--- src/rtl/circle_shift_pkg.sv ---
// Shared constants and state type for the circular digit scroller and its unshift monitor.
package circle_shift_pkg;

    localparam int unsigned DIGIT_W_DEF = 4;
    localparam int unsigned BCD_MAX     = 9;
    // Wide enough for LOCK_FRAMES up to 7
    localparam int unsigned LOCK_CNT_W  = 3;

    typedef enum logic [1:0] {
        HUNT = 2'd0,
        W0   = 2'd1,
        W1   = 2'd2,
        W2   = 2'd3
    } cu_state_e;

endpackage

--- src/rtl/circle_unshift.sv ---
// Rebuilds a 3-digit value from the (d2,d1)->(d1,d0)->(d0,d2) scroll stream and checks continuity.
// Optional BCD range check on sampled digits: define CIRCLE_UNSHIFT_BCD_CHECK_EN.
module circle_unshift
    import circle_shift_pkg::*;
#(
    parameter int unsigned DIGIT_W     = DIGIT_W_DEF,
    parameter int unsigned LOCK_FRAMES = 2
) (
    input  logic               clk,
    input  logic               rst,
    input  logic               step,
    input  logic               frame_start,
    input  logic [DIGIT_W-1:0] in_digit_1,
    input  logic [DIGIT_W-1:0] in_digit_0,
    output logic [DIGIT_W-1:0] out_digit_2,
    output logic [DIGIT_W-1:0] out_digit_1,
    output logic [DIGIT_W-1:0] out_digit_0,
    output logic               locked,
    output logic               frame_done,
    output logic               err
);

    localparam logic [LOCK_CNT_W-1:0] LOCK_N = LOCK_CNT_W'(LOCK_FRAMES);

    cu_state_e              state_q, state_d;
    logic [DIGIT_W-1:0]     d2_q, d1_q, d0_q, d2_d, d1_d, d0_d;
    logic [DIGIT_W-1:0]     last2_q, last1_q, last0_q, last2_d, last1_d, last0_d;
    logic [DIGIT_W-1:0]     out2_q, out1_q, out0_q, out2_d, out1_d, out0_d;
    logic [LOCK_CNT_W-1:0]  cnt_q, cnt_d, cnt_next;
    logic                   locked_q, locked_d;
    logic                   done_q, done_d;
    logic                   err_q, err_d;
    logic                   digit_bad;
    logic                   raise_err;
    logic                   same_val;

`ifdef CIRCLE_UNSHIFT_BCD_CHECK_EN
    localparam logic [DIGIT_W-1:0] BCD_LIM = DIGIT_W'(BCD_MAX);
    assign digit_bad = (in_digit_1 > BCD_LIM) || (in_digit_0 > BCD_LIM);
`else
    assign digit_bad = 1'b0;
`endif

    assign same_val = (d2_q == last2_q) && (d1_q == last1_q) && (d0_q == last0_q);
    assign cnt_next = !same_val         ? LOCK_CNT_W'(1) :
                      (cnt_q >= LOCK_N) ? LOCK_N         : cnt_q + 1'b1;

    always_comb begin
        state_d   = state_q;
        d2_d      = d2_q;
        d1_d      = d1_q;
        d0_d      = d0_q;
        last2_d   = last2_q;
        last1_d   = last1_q;
        last0_d   = last0_q;
        out2_d    = out2_q;
        out1_d    = out1_q;
        out0_d    = out0_q;
        cnt_d     = cnt_q;
        locked_d  = locked_q;
        done_d    = 1'b0;
        raise_err = 1'b0;

        if (step) begin
            if (frame_start) begin
                // A frame_start always (re)captures; arriving mid-frame is a framing error
                if (digit_bad) begin
                    raise_err = 1'b1;
                    state_d   = HUNT;
                end else begin
                    d2_d      = in_digit_1;
                    d1_d      = in_digit_0;
                    state_d   = W1;
                    raise_err = (state_q == W1) || (state_q == W2);
                end
            end else begin
                unique case (state_q)
                    HUNT: ;
                    W1: begin
                        if (digit_bad || in_digit_1 != d1_q) begin
                            raise_err = 1'b1;
                            state_d   = HUNT;
                        end else begin
                            d0_d    = in_digit_0;
                            state_d = W2;
                        end
                    end
                    W2: begin
                        if (digit_bad || in_digit_1 != d0_q || in_digit_0 != d2_q) begin
                            raise_err = 1'b1;
                            state_d   = HUNT;
                        end else begin
                            done_d  = 1'b1;
                            cnt_d   = cnt_next;
                            last2_d = d2_q;
                            last1_d = d1_q;
                            last0_d = d0_q;
                            state_d = W0;
                            if (cnt_next == LOCK_N) begin
                                out2_d   = d2_q;
                                out1_d   = d1_q;
                                out0_d   = d0_q;
                                locked_d = 1'b1;
                            end else begin
                                locked_d = 1'b0;
                            end
                        end
                    end
                    W0: begin
                        raise_err = 1'b1;
                        state_d   = HUNT;
                    end
                    default: state_d = HUNT;
                endcase
            end
        end

        err_d = raise_err;
        if (raise_err) begin
            cnt_d    = '0;
            locked_d = 1'b0;
        end
    end

    always_ff @(posedge clk) begin
        if (rst) begin
            state_q  <= HUNT;
            d2_q     <= '0;
            d1_q     <= '0;
            d0_q     <= '0;
            last2_q  <= '0;
            last1_q  <= '0;
            last0_q  <= '0;
            out2_q   <= '0;
            out1_q   <= '0;
            out0_q   <= '0;
            cnt_q    <= '0;
            locked_q <= 1'b0;
            done_q   <= 1'b0;
            err_q    <= 1'b0;
        end else begin
            state_q  <= state_d;
            d2_q     <= d2_d;
            d1_q     <= d1_d;
            d0_q     <= d0_d;
            last2_q  <= last2_d;
            last1_q  <= last1_d;
            last0_q  <= last0_d;
            out2_q   <= out2_d;
            out1_q   <= out1_d;
            out0_q   <= out0_d;
            cnt_q    <= cnt_d;
            locked_q <= locked_d;
            done_q   <= done_d;
            err_q    <= err_d;
        end
    end

    assign out_digit_2 = out2_q;
    assign out_digit_1 = out1_q;
    assign out_digit_0 = out0_q;
    assign locked      = locked_q;
    assign frame_done  = done_q;
    assign err         = err_q;

endmodule

--- config.mk ---
export PLATFORM = sky130hd
export DESIGN_NAME = circle_unshift
export DESIGN_NICKNAME = d
export VERILOG_FILES = /design/src/rtl/circle_shift_pkg.sv /design/src/rtl/circle_unshift.sv
export SDC_FILE = /design/constraint.sdc
export NUM_CORES = 1
export LEC_CHECK = 0
export ABC_AREA = 0
export BUFFER_PORTS_ARGS = -buffer_cell sky130_fd_sc_hd__buf_2
export CORE_MARGIN = 2
export CORE_UTILIZATION = 51
export DETAILED_ROUTE_END_ITERATION = 16
export GPL_ROUTABILITY_DRIVEN = 0
export MAX_ROUTING_LAYER = met4
export PLACE_DENSITY = 0.75
export REMOVE_ABC_BUFFERS = 1
export SLEW_MARGIN = 20
export SYNTH_ARGS = -nofsm -noshare
export SYNTH_HDL_FRONTEND = slang
export SYNTH_SLANG_ARGS = --single-unit
--- constraint.sdc ---
create_clock -name clk -period 1.7 [get_ports clk]
set_input_delay 0 -clock clk [delete_from_list [all_inputs] [get_ports clk]]
set_output_delay 0 -clock clk [all_outputs]
set_load 0.05 [all_outputs]
==> results of run 1 <==
what timing repair did:
item	4_1_cts	5_1_grt
gates cloned	0	1
endpoints found under the hold margin	13	0
pin swaps	0	12
gates resized for setup	2	64
hold buffers	9	0
setup endpoints to repair	15	23
setup buffers	0	5
logic make-up (layout without fill, tap and decap cells):
group / count (synthesis) / after routing / share of synthesized area
and+or+nand+nor: 96 / 97 / 0.245
AOI/OAI and AO/OA: 58 / 58 / 0.152
DFF: 44 / 44 / 0.431
xor gates and xnor gates: 23 / 23 / 0.0985
buffers and inverters: 17 / 67 / 0.0422
muxes: 4 / 4 / 0.0196
adders and majority gates: 2 / 2 / 0.0122
Yosys cell counts, drive strengths merged (2+ instances only):
cell	n	area [um2]
dfxtp	44	881
nor4	4	70.1
a211oi	3	22.5
clkbuf	7	26.3
nand2b	2	12.5
a21oi	36	180
and4	4	37.5
buf	8	52.5
and3	2	12.5
nand2	51	191
nand3	16	80.1
o31ai	2	15.0
ha	2	25.0
nor2	4	15.0
o21ai	14	70.1
nor3	3	15.0
xnor2	10	87.6
nand4	4	25.0
mux2i	4	40.0
xor2	13	114
inv	2	7.51
metrics by stage:
stage / cell area, um2 / worst slack [ns]
finish: 2720 / -0.0932
CTS: 2470 / 0.00754
global placement: 2290 / -0.0483
floorplan: 1970 / -0.247
global route: 2720 / -0.204
detailed placement: 2290 / -0.0441
final cells by class:
| type | instances | area share |
|---|---|---|
| Sequential cell | 44 | 0.332 |
| Multi-Input combinational cell | 184 | 0.465 |
| Tap cell | 50 | 0.0230 |
| Inverter | 2 | 0.00276 |
| Clock inverter | 1 | 0.00184 |
| Timing Repair Buffer | 58 | 0.148 |
| Clock buffer | 6 | 0.0267 |
worst reg2reg max path: cells and delay by family, from the launching register on:
kind	cells	cell delay, ns
buffers and inverters	1	0.24
and+or+nand+nor	2	0.46
DFF	1	0.36
AOI/OAI and AO/OA	2	0.30
xor gates and xnor gates	1	0.28
worst min-delay path by stage:
stage	start	end	depth (start not counted)
3_5_place_dp	step	state_q[0]	2
5_1_grt	rst	cnt_q[0]	4
2_1_floorplan	rst	d1_q[0]	1
4_1_cts	rst	cnt_q[0]	4
6_report	rst	cnt_q[0]	4
3_3_place_gp	step	state_q[0]	2
power breakdown:
part           internal [mW]  switching (mW)  total (mW)  leakage, nW
clock                  0.280           0.338       0.618       0.0410
sequential              1.04          0.0173        1.06        0.363
combinational         0.0995           0.113       0.212        0.682
total                   1.42           0.468        1.89         1.09
layer usage:
layer  up-vias  GRT usage  routed length, um
met5         -          -                  0
met4         0     0.0612                 87
met3        11     0.0600                400
met2        87      0.360               2910
met1       951      0.316               2300
li1        950          -                  -
==> metrics.md, run 1 <==
| Metric | Value |
|---|---|
| R2R Path Start | d2_q[0] |
| Pwr per Cell Area | 693 mW/mm2 |
| Initial Util | 0.522 |
| N_diodes | 0 |
| CTS H-Tree Depth | 2 |
| Clock sinks | between 40 and 50 |
| Post-synth EDFFs | 0 |
| Crit path capture | cnt_q[0] |
| Post-Syn Instances | 244 |
| Peak Freq | roughly 560 MHz |
| Final ANT Viol Nets | 0 |
| Initial DRC Count | ~130 |
| Final hold violation count | 0 |
| Final Power | ~1.9 mW |
| Crit path cell chain | dlygate4sd3_1 -> buf_2 -> xnor2_1 -> and4_1 -> nand4_1 -> buf_4 -> a211oi_1 -> a211oi_1 |
| First-pass GRT wire length | a little under 8 mm |
| Worst Reg-to-Reg Cells | 6 |
| Avg Inst Size Synth | ~8.4 um2 |
| Synth unique cells | 35 |
| Unrepaired setup endpoints after global routing | true |
| GRT overflow | 0 |
| Tmin final | 1.79 ns |
| Placed insts | 323 |
| Ys async rst share | 0 |
| Crit path top cell by count | a211oi_1 |
| Max-slew violations | 0 |
| Crit path required time | 1.86 ns |
| Top FF cell, synth | dfxtp_1 |
| Worst hold slack | 0.0978 ns |
| Die W | approximately 67 um |
| Final Util | 0.696 |
| Initial DRT Pass Iterations | 5 |
| Synth warn | 0 |
| FF-to-FF setup slack | -0.06 ns |
| Core Rows | 23 |
| Detailed-route DRC error count | 0 |
| Placeable Area | roughly 0.0039 mm2 |
| Final setup violation count | 19 |
| PnR worst setup slack | -0.0932 ns |
| WL final | around 5.7 mm |
| I/O Buffers | 26 |
| Total GRT Usage | 0.237 |
| # nets final | roughly 310 |
| CP Capture Type | flip-flop |
| Worst vdd ir | 401 uV |
| Max-cap violation count | 0 |
| Final Cycle Share | 1.05 |
| Register area | around 900 um2 |
| Leakage | 1.09 nW |
| CTS clk-pin slew, worst paths | around 0.07 ns |
| Worst Path Buf+Inv | 3 |
| # IOs | 27 |
| Largest net degree at the start of global routing | 22 |
| WL/cell | about 17 um |
| Most common cell after layout, fill and taps aside | nand2_1 |
| Delay-heaviest family, CP | buffers and inverters |
| Reg-to-reg endpoint | cnt_q[0] |
| Synth Register Bits | 44 |
| Violated checks | setup timing |
| Clk_lat worst skew | around 0.3 ns |
| Number of global-route vias before repair | 1592 |
| Post-Synthesis Cell Area | 0.00204 mm2 |
| Worst hold path class | in -> reg |
| Longest Clk Path Bufs | 2 |
| Status | complete, but fails checks |
| Vias | around 2000 |
| CP Class | in -> reg |
| CP Max Fanout | 17 |
| CTS tree | done |
| Critical path depth in cells | 8 |
| Critical Path Start Type | primary input |
| Post-route insts no fill | between 300 and 400 |
| Die height | 67.3 um |
| Slowest stage delay, CP | 0.52 ns |
| Final TNS setup | -0.543 ns |
| Layout cells sized above 1 | 0.356 |
| Filler instances | ~320 |
| Die ar. | between 0.004 and 0.005 mm2 |
| Post-synthesis sequential area ratio | 0.431 |
| Initial antenna violation count | 0 |
| Area grow syn2layout | 33.2% |
| Layout Skew | around 0.0076 ns |
| CP max-delay cell | dlygate4sd3_1 |
| Final HPWL DP | about 3.3 mm |
| Transition time of the tightest slew-check pin | about 0.38 ns |
| CTS root buf | clkbuf_8 |
| Most frequent cells in the layout | 50 x nand2_1, 31 x a21oi_1, 31 x dfxtp_1 |
| Post-DR vias/cell | roughly 5.8 |
| Arrival time worst endpoint | 1.96 ns |
| Multi-input logic area | approximately 0.0013 mm2 |
| Num CTS Buffers | 5 |
| Slew HR | 0.743 |
| Setup crit start | in_digit_0[0] |
No activity file was read; power rests on OpenSTA's default activity.
==> inputs of run 2 (changes only) <==
--- a/config.mk
+++ b/config.mk
@@ -12,7 +12,7 @@
 export DETAILED_ROUTE_END_ITERATION = 16
 export GPL_ROUTABILITY_DRIVEN = 0
 export MAX_ROUTING_LAYER = met4
-export PLACE_DENSITY = 0.75
+export PLACE_DENSITY = 0.72
 export REMOVE_ABC_BUFFERS = 1
 export SLEW_MARGIN = 20
 export SYNTH_ARGS = -nofsm -noshare
==> constraint.sdc (replaced) <==
create_clock -name clk -period 2.14 [get_ports clk]
set_input_delay 0 -clock clk [delete_from_list [all_inputs] [get_ports clk]]
set_output_delay 0 -clock clk [all_outputs]
set_load 0.05 [all_outputs]
==> metrics.md, run 2 (same netlist as run 1, synthesis figures left out) <==
| Metric | Value |
|---|---|
| Status | finished clean (was complete, but fails checks) |
| Initial Util | 0.522 (unchanged) |
| N_diodes | 0 (unchanged) |
| I/O Buffers | 26 (unchanged) |
| Die height | 67.3 um (unchanged) |
| Total GRT Usage | 0.233 (was 0.237) |
| Initial DRC Count | 99 (was 133) |
| Vias | 1798 (was 1999) |
| Worst hold path class | in -> reg (unchanged) |
| Slowest stage delay, CP | 0.39 ns (was 0.52 ns) |
| Worst vdd ir | 435 uV (was 401 uV) |
| Most common cell after layout, fill and taps aside | nand2_1 (unchanged) |
| Die W | 67.3 um (unchanged) |
| Largest net degree at the start of global routing | 28 (was 22) |
| WL/cell | 13.8 um (was 16.5 um) |
| CTS clk-pin slew, worst paths | 0.07 ns (about the same) |
| Seq pwr share | 0.560 (about the same) |
| Clk_lat worst skew | 0.29 ns (was 0.30 ns) |
| Initial antenna violation count | 0 (unchanged) |
| Slew HR | 0.658 (was 0.743) |
| Crit path required time | 2.36 ns (was 1.86 ns) |
| Initial DRT Pass Iterations | 5 (unchanged) |
| CTS H-Tree Depth | 2 (unchanged) |
| # nets final | 292 (was 309) |
| Final HPWL DP | 3.20 mm (was 3.33 mm) |
| Final ANT Viol Nets | 0 (unchanged) |
| Combinational group share of total power | 0.087 (was 0.113) |
| Peak Freq | 571 MHz |
| Most frequent cells in the layout | 51 x nand2_1, 44 x dfxtp_1, 36 x a21oi_1 (was 50 x nand2_1, 31 x a21oi_1, 31 x dfxtp_1) |
| CTS tree | done (unchanged) |
| Core Rows | 23 (unchanged) |
| Final TNS setup | 0 ns (was -0.543 ns) |
| Final setup violation count | 0 (was 19) |
| Int Power | 1.15 mW (was 1.42 mW) |
| Post-CTS sizing | 0 (was 2) |
| Delay-heaviest family, CP | simple AND/OR/NAND/NOR gates (was buffers and inverters) |
| CP Max Fanout | 13 (was 17) |
| Switching pwr | 0.350 mW (was 0.468 mW) |
| Final Util | 0.611 (was 0.696) |
| Detailed-route DRC error count | 0 (unchanged) |
| PnR worst setup slack | 0.389 ns (was -0.0932 ns) |
| CP max-delay cell | and4_4 (was dlygate4sd3_1) |
| Transition time of the tightest slew-check pin | 0.509 ns (was 0.385 ns) |
| Clk network pwr share | 0.352 (was 0.328) |
| Longest Clk Path Bufs | 2 (unchanged) |
| Crit path cell chain | inv_1 -> ha_1 -> o31ai_1 -> and4_4 -> nand3_1 -> a21oi_1 (was dlygate4sd3_1 -> buf_2 -> xnor2_1 -> and4_1 -> nand4_1 -> buf_4 -> a211oi_1 -> a211oi_1) |
| Die ar. | 0.00453 mm2 (unchanged) |
| Arrival time worst endpoint | 1.97 ns (was 1.96 ns) |
| Critical Path Start Type | flip-flop (was primary input) |
| Placeable Area | 0.00391 mm2 (unchanged) |
| Unrepaired setup endpoints after global routing | false (was true) |
| Post-DR vias/cell | 5.47 (was 5.79) |
| Tmin final | 1.75 ns |
| # IOs | 27 (unchanged) |
| Register area | 881 um2 (was 905 um2) |
| CP Class | reg -> reg (was in -> reg) |
| Final instance area | 0.00239 mm2 (was 0.00272 mm2) |
| DP Area | 0.00221 mm2 (was 0.00229 mm2) |
| Number of global-route vias before repair | 1665 (was 1592) |
| Pwr per Cell Area | 627 mW/mm2 (was 693 mW/mm2) |
| Worst Path Buf+Inv | 1 (was 3) |
| Num CTS Buffers | 5 (unchanged) |
| Post-route insts no fill | 329 (was 345) |
| Placed insts | 312 (was 323) |
| First-pass GRT wire length | 7.71 mm (about the same) |
| Clock sinks | 44 (unchanged) |
| Pre-CTS setup slack | 0.398 ns (was -0.0441 ns) |
| Final hold violation count | 0 (unchanged) |
| Leakage | 0.976 nW (was 1.09 nW) |
| Max-cap violation count | 0 (unchanged) |
| GRT overflow | 0 (unchanged) |
| Area grow syn2layout | 17.0% (was 33.2%) |
| Layout cells sized above 1 | 0.154 (was 0.356) |
| Max-slew violations | 0 (unchanged) |
| WL final | 4.55 mm (was 5.70 mm) |
| CP Capture Type | flip-flop (unchanged) |
| Filler instances | 356 (was 315) |
| CTS root buf | clkbuf_8 (unchanged) |
| Multi-input logic area | 0.00108 mm2 (was 0.00127 mm2) |
| Worst hold slack | 0.0639 ns (was 0.0978 ns) |
| Switching Fraction | 0.234 (was 0.248) |
| Final Power | 1.50 mW (was 1.89 mW) |
| Layout Skew | 0.00512 ns (was 0.00761 ns) |
| Final Cycle Share | 0.818 |
## run 2: area by class of cell
cell class,count,share of cell area
Inverter,2,0.00314
Tap cell,50,0.0262
Clock buffer,8,0.0377
Multi-Input combinational cell,183,0.451
Timing Repair Buffer,42,0.114
Sequential cell,44,0.368
## run 2: worst paths after layout
kind / startpoint / end / slack [ns] / depth (start not counted)
worst max-delay path: cnt_q[0] / out_digit_0[0] / 0.39 / 6
worst min-delay path: rst / d0_q[0] / 0.06 / 2
worst max register to register: cnt_q[0] / out_digit_0[0] / 0.39 / 6
worst min register to register: locked / locked / 0.45 / 2
## run 2: repair_timing
action | 4_1_cts | 5_1_grt
hold endpoints to repair | 9 | 0
setup buffers | 0 | 0
hold buffers | 9 | 0
## run 2: per-layer routing
layer  GRT usage  part of all wire
met3      0.0500             0.041
met5           -                 0
met4      0.0740             0.014
met2       0.369              0.48
met1       0.297              0.46
## run 2: power by group through the flow
stage	registers (mW)	logic, mW	clock network, mW
after global placement	0.859	0.117	0
after CTS	0.840	0.131	0.543
after floorplan	0.859	0.0674	0
after global routing	0.842	0.145	0.570
final	0.840	0.131	0.528
after detailed placement	0.860	0.117	0
==> inputs of run 3 (changes only) <==
==> constraint.sdc (replaced) <==
create_clock -name clk -period 1.7 [get_ports clk]
set_input_delay 0 -clock clk [delete_from_list [all_inputs] [get_ports clk]]
set_output_delay 0 -clock clk [all_outputs]
set_load 0.05 [all_outputs]
==> metrics.md, run 3 (same netlist as run 1, synthesis figures left out) <==
| Metric | Value |
|---|---|
| Pwr per Cell Area | 723 mW/mm2 (was 627 mW/mm2) |
| Tmin final | 1.72 ns (was 1.75 ns) |
| Die ar. | 0.00453 mm2 (unchanged) |
| Transition time of the tightest slew-check pin | 0.546 ns (was 0.509 ns) |
| Met2 Use GR | 0.391 (was 0.369) |
| Met1 GRT Util | 0.311 (was 0.297) |
| Max-slew violations | 0 (unchanged) |
| Post-DR vias/cell | 5.45 (was 5.47) |
| Worst hold path class | in -> reg (unchanged) |
| WL/cell | 14.4 um (was 13.8 um) |
| Initial Util | 0.522 (unchanged) |
| Placed insts | 320 (was 312) |
| # nets final | 310 (was 292) |
| CP max-delay cell | nor4_4 (was and4_4) |
| GR peak layer | met2 (unchanged) |
| CP Class | reg -> reg (unchanged) |
| Max-cap violation count | 0 (unchanged) |
| CP Max Fanout | 7 (was 13) |
| Pre-CTS setup slack | -0.0605 ns (was 0.398 ns) |
| PnR worst setup slack | -0.0215 ns (was 0.389 ns) |
| Status | complete, but fails checks (was finished clean) |
| Vias | 1886 (was 1798) |
| Total GRT Usage | 0.245 (was 0.233) |
| Crit path required time | 1.93 ns (was 2.36 ns) |
| Violated checks | setup timing |
| Worst Path Buf+Inv | 1 (unchanged) |
| Final Util | 0.669 (was 0.611) |
| Critical Path Start Type | flip-flop (unchanged) |
| Area grow syn2layout | 28.1% (was 17.0%) |
| WL final | 4.99 mm (was 4.55 mm) |
| # IOs | 27 (unchanged) |
| Multi-input logic area | 0.00115 mm2 (was 0.00108 mm2) |
| GRT overflow | 0 (unchanged) |
| Final setup violation count | 2 (was 0) |
| CTS H-Tree Depth | 2 (unchanged) |
| Peak Freq | 581 MHz (was 571 MHz) |
| CTS tree | done (unchanged) |
| Placeable Area | 0.00391 mm2 (unchanged) |
| N_diodes | 0 (unchanged) |
| Initial DRC Count | 105 (was 99) |
| Clk_lat worst skew | 0.30 ns (was 0.29 ns) |
| I/O Buffers | 26 (unchanged) |
| Largest net degree at the start of global routing | 28 (unchanged) |
| Clock sinks | 44 (unchanged) |
| M3 GR Usage | 0.0367 (was 0.0500) |
| Layout Skew | 0.00511 ns (was 0.00512 ns) |
| Most common cell after layout, fill and taps aside | nand2_1 (unchanged) |
| Hold depth | 3 (was 2) |
| Leakage | 1.09 nW (was 0.976 nW) |
| Worst Reg-to-Reg Cells | 6 (unchanged) |
| Register area | 892 um2 (was 881 um2) |
| CP Capture Type | flip-flop (unchanged) |
| Core Rows | 23 (unchanged) |
| CTS root buf | clkbuf_8 (unchanged) |
| Num CTS Buffers | 5 (unchanged) |
| Final ANT Viol Nets | 0 (unchanged) |
| Initial DRT Pass Iterations | 4 (was 5) |
| Critical path depth in cells | 6 (unchanged) |
| Slew HR | 0.633 (was 0.658) |
| First-pass GRT wire length | 8.11 mm (was 7.71 mm) |
| Most frequent cells in the layout | 51 x nand2_1, 35 x a21oi_1, 35 x dfxtp_1 (was 51 x nand2_1, 44 x dfxtp_1, 36 x a21oi_1) |
| Final HPWL DP | 3.29 mm (was 3.20 mm) |
| CTS clk-pin slew, worst paths | 0.08 ns (was 0.07 ns) |
| Worst vdd ir | 720 uV (was 435 uV) |
| Final hold violation count | 0 (unchanged) |
| Unrepaired setup endpoints after global routing | true (was false) |
| DP Area | 0.00228 mm2 (was 0.00221 mm2) |
| Post-route insts no fill | 346 (was 329) |
| Number of global-route vias before repair | 1780 (was 1665) |
| Filler instances | 345 (was 356) |
| Detailed-route DRC error count | 0 (unchanged) |
| Slowest stage delay, CP | 0.39 ns (about the same) |
| Arrival time worst endpoint | 1.95 ns (was 1.97 ns) |
| Die height | 67.3 um (unchanged) |
| Delay-heaviest family, CP | simple AND/OR/NAND/NOR gates (unchanged) |
| Final instance area | 0.00262 mm2 (was 0.00239 mm2) |
| Final Cycle Share | 1.01 (was 0.818) |
| Longest Clk Path Bufs | 2 (unchanged) |
| Die W | 67.3 um (unchanged) |
| Crit path cell chain | xor2_1 -> nor4_4 -> buf_4 -> and4_4 -> nand3_1 -> a21oi_1 (was inv_1 -> ha_1 -> o31ai_1 -> and4_4 -> nand3_1 -> a21oi_1) |
| Layout cells sized above 1 | 0.270 (was 0.154) |
| Initial antenna violation count | 0 (unchanged) |
-- run 3: worst paths after layout --
kind	from	end	slack, ns
worst max-delay path	d2_q[2]	out_digit_2[3]	-0.02
worst min-delay path	frame_start	state_q[0]	0.1
worst max register to register	d2_q[2]	out_digit_2[3]	-0.02
worst min register to register	last0_q[2]	last0_q[2]	0.47
-- run 3: cell type report --
type                            instances  area share
Clock buffer                            5      0.0263
Clock inverter                          2     0.00478
Inverter                                2     0.00287
Multi-Input combinational cell        184       0.440
Sequential cell                        44       0.341
Tap cell                               50      0.0239
Timing Repair Buffer                   59       0.161
-- run 3: worst min-delay path: stages --
cell and delay, ns:
buf_2 0.14, o21bai_1 0.14, a211oi_1 0.07
-- run 3: per-stage QoR --
stage | TNS (ns) | power, mW | hold WS, ns
after floorplan | -2.83 | 1.17 | 0.0691
after global placement | -0.169 | 1.24 | 0.269
after detailed placement | -0.360 | 1.24 | 0.279
after CTS | -0.00311 | 1.89 | 0.0903
after global routing | -1.29 | 1.97 | 0.116
final | -0.0246 | 1.89 | 0.0987
-- run 3: per-layer routing --
metal / share of wire / up-vias
met5: 0 / -
met4: 0.014 / 0
met3: 0.046 / 7
met2: 0.48 / 45
met1: 0.46 / 881
li1: - / 953
-- run 3: power breakdown --
part           switching [mW]  internal (mW)  leakage (nW)
sequential             0.0163           1.04         0.360
clock                   0.357          0.278        0.0400
combinational           0.104         0.0959         0.687
-- run 3: repair_timing --
action                                  CTS  global route
pin swaps                                 2             6
hold buffers                             10             0
endpoints found under the setup margin   17            19
resized for setup                        11            19
endpoints found under the hold margin    15             0
buffers inserted                          0             8
gates cloned                              1             0
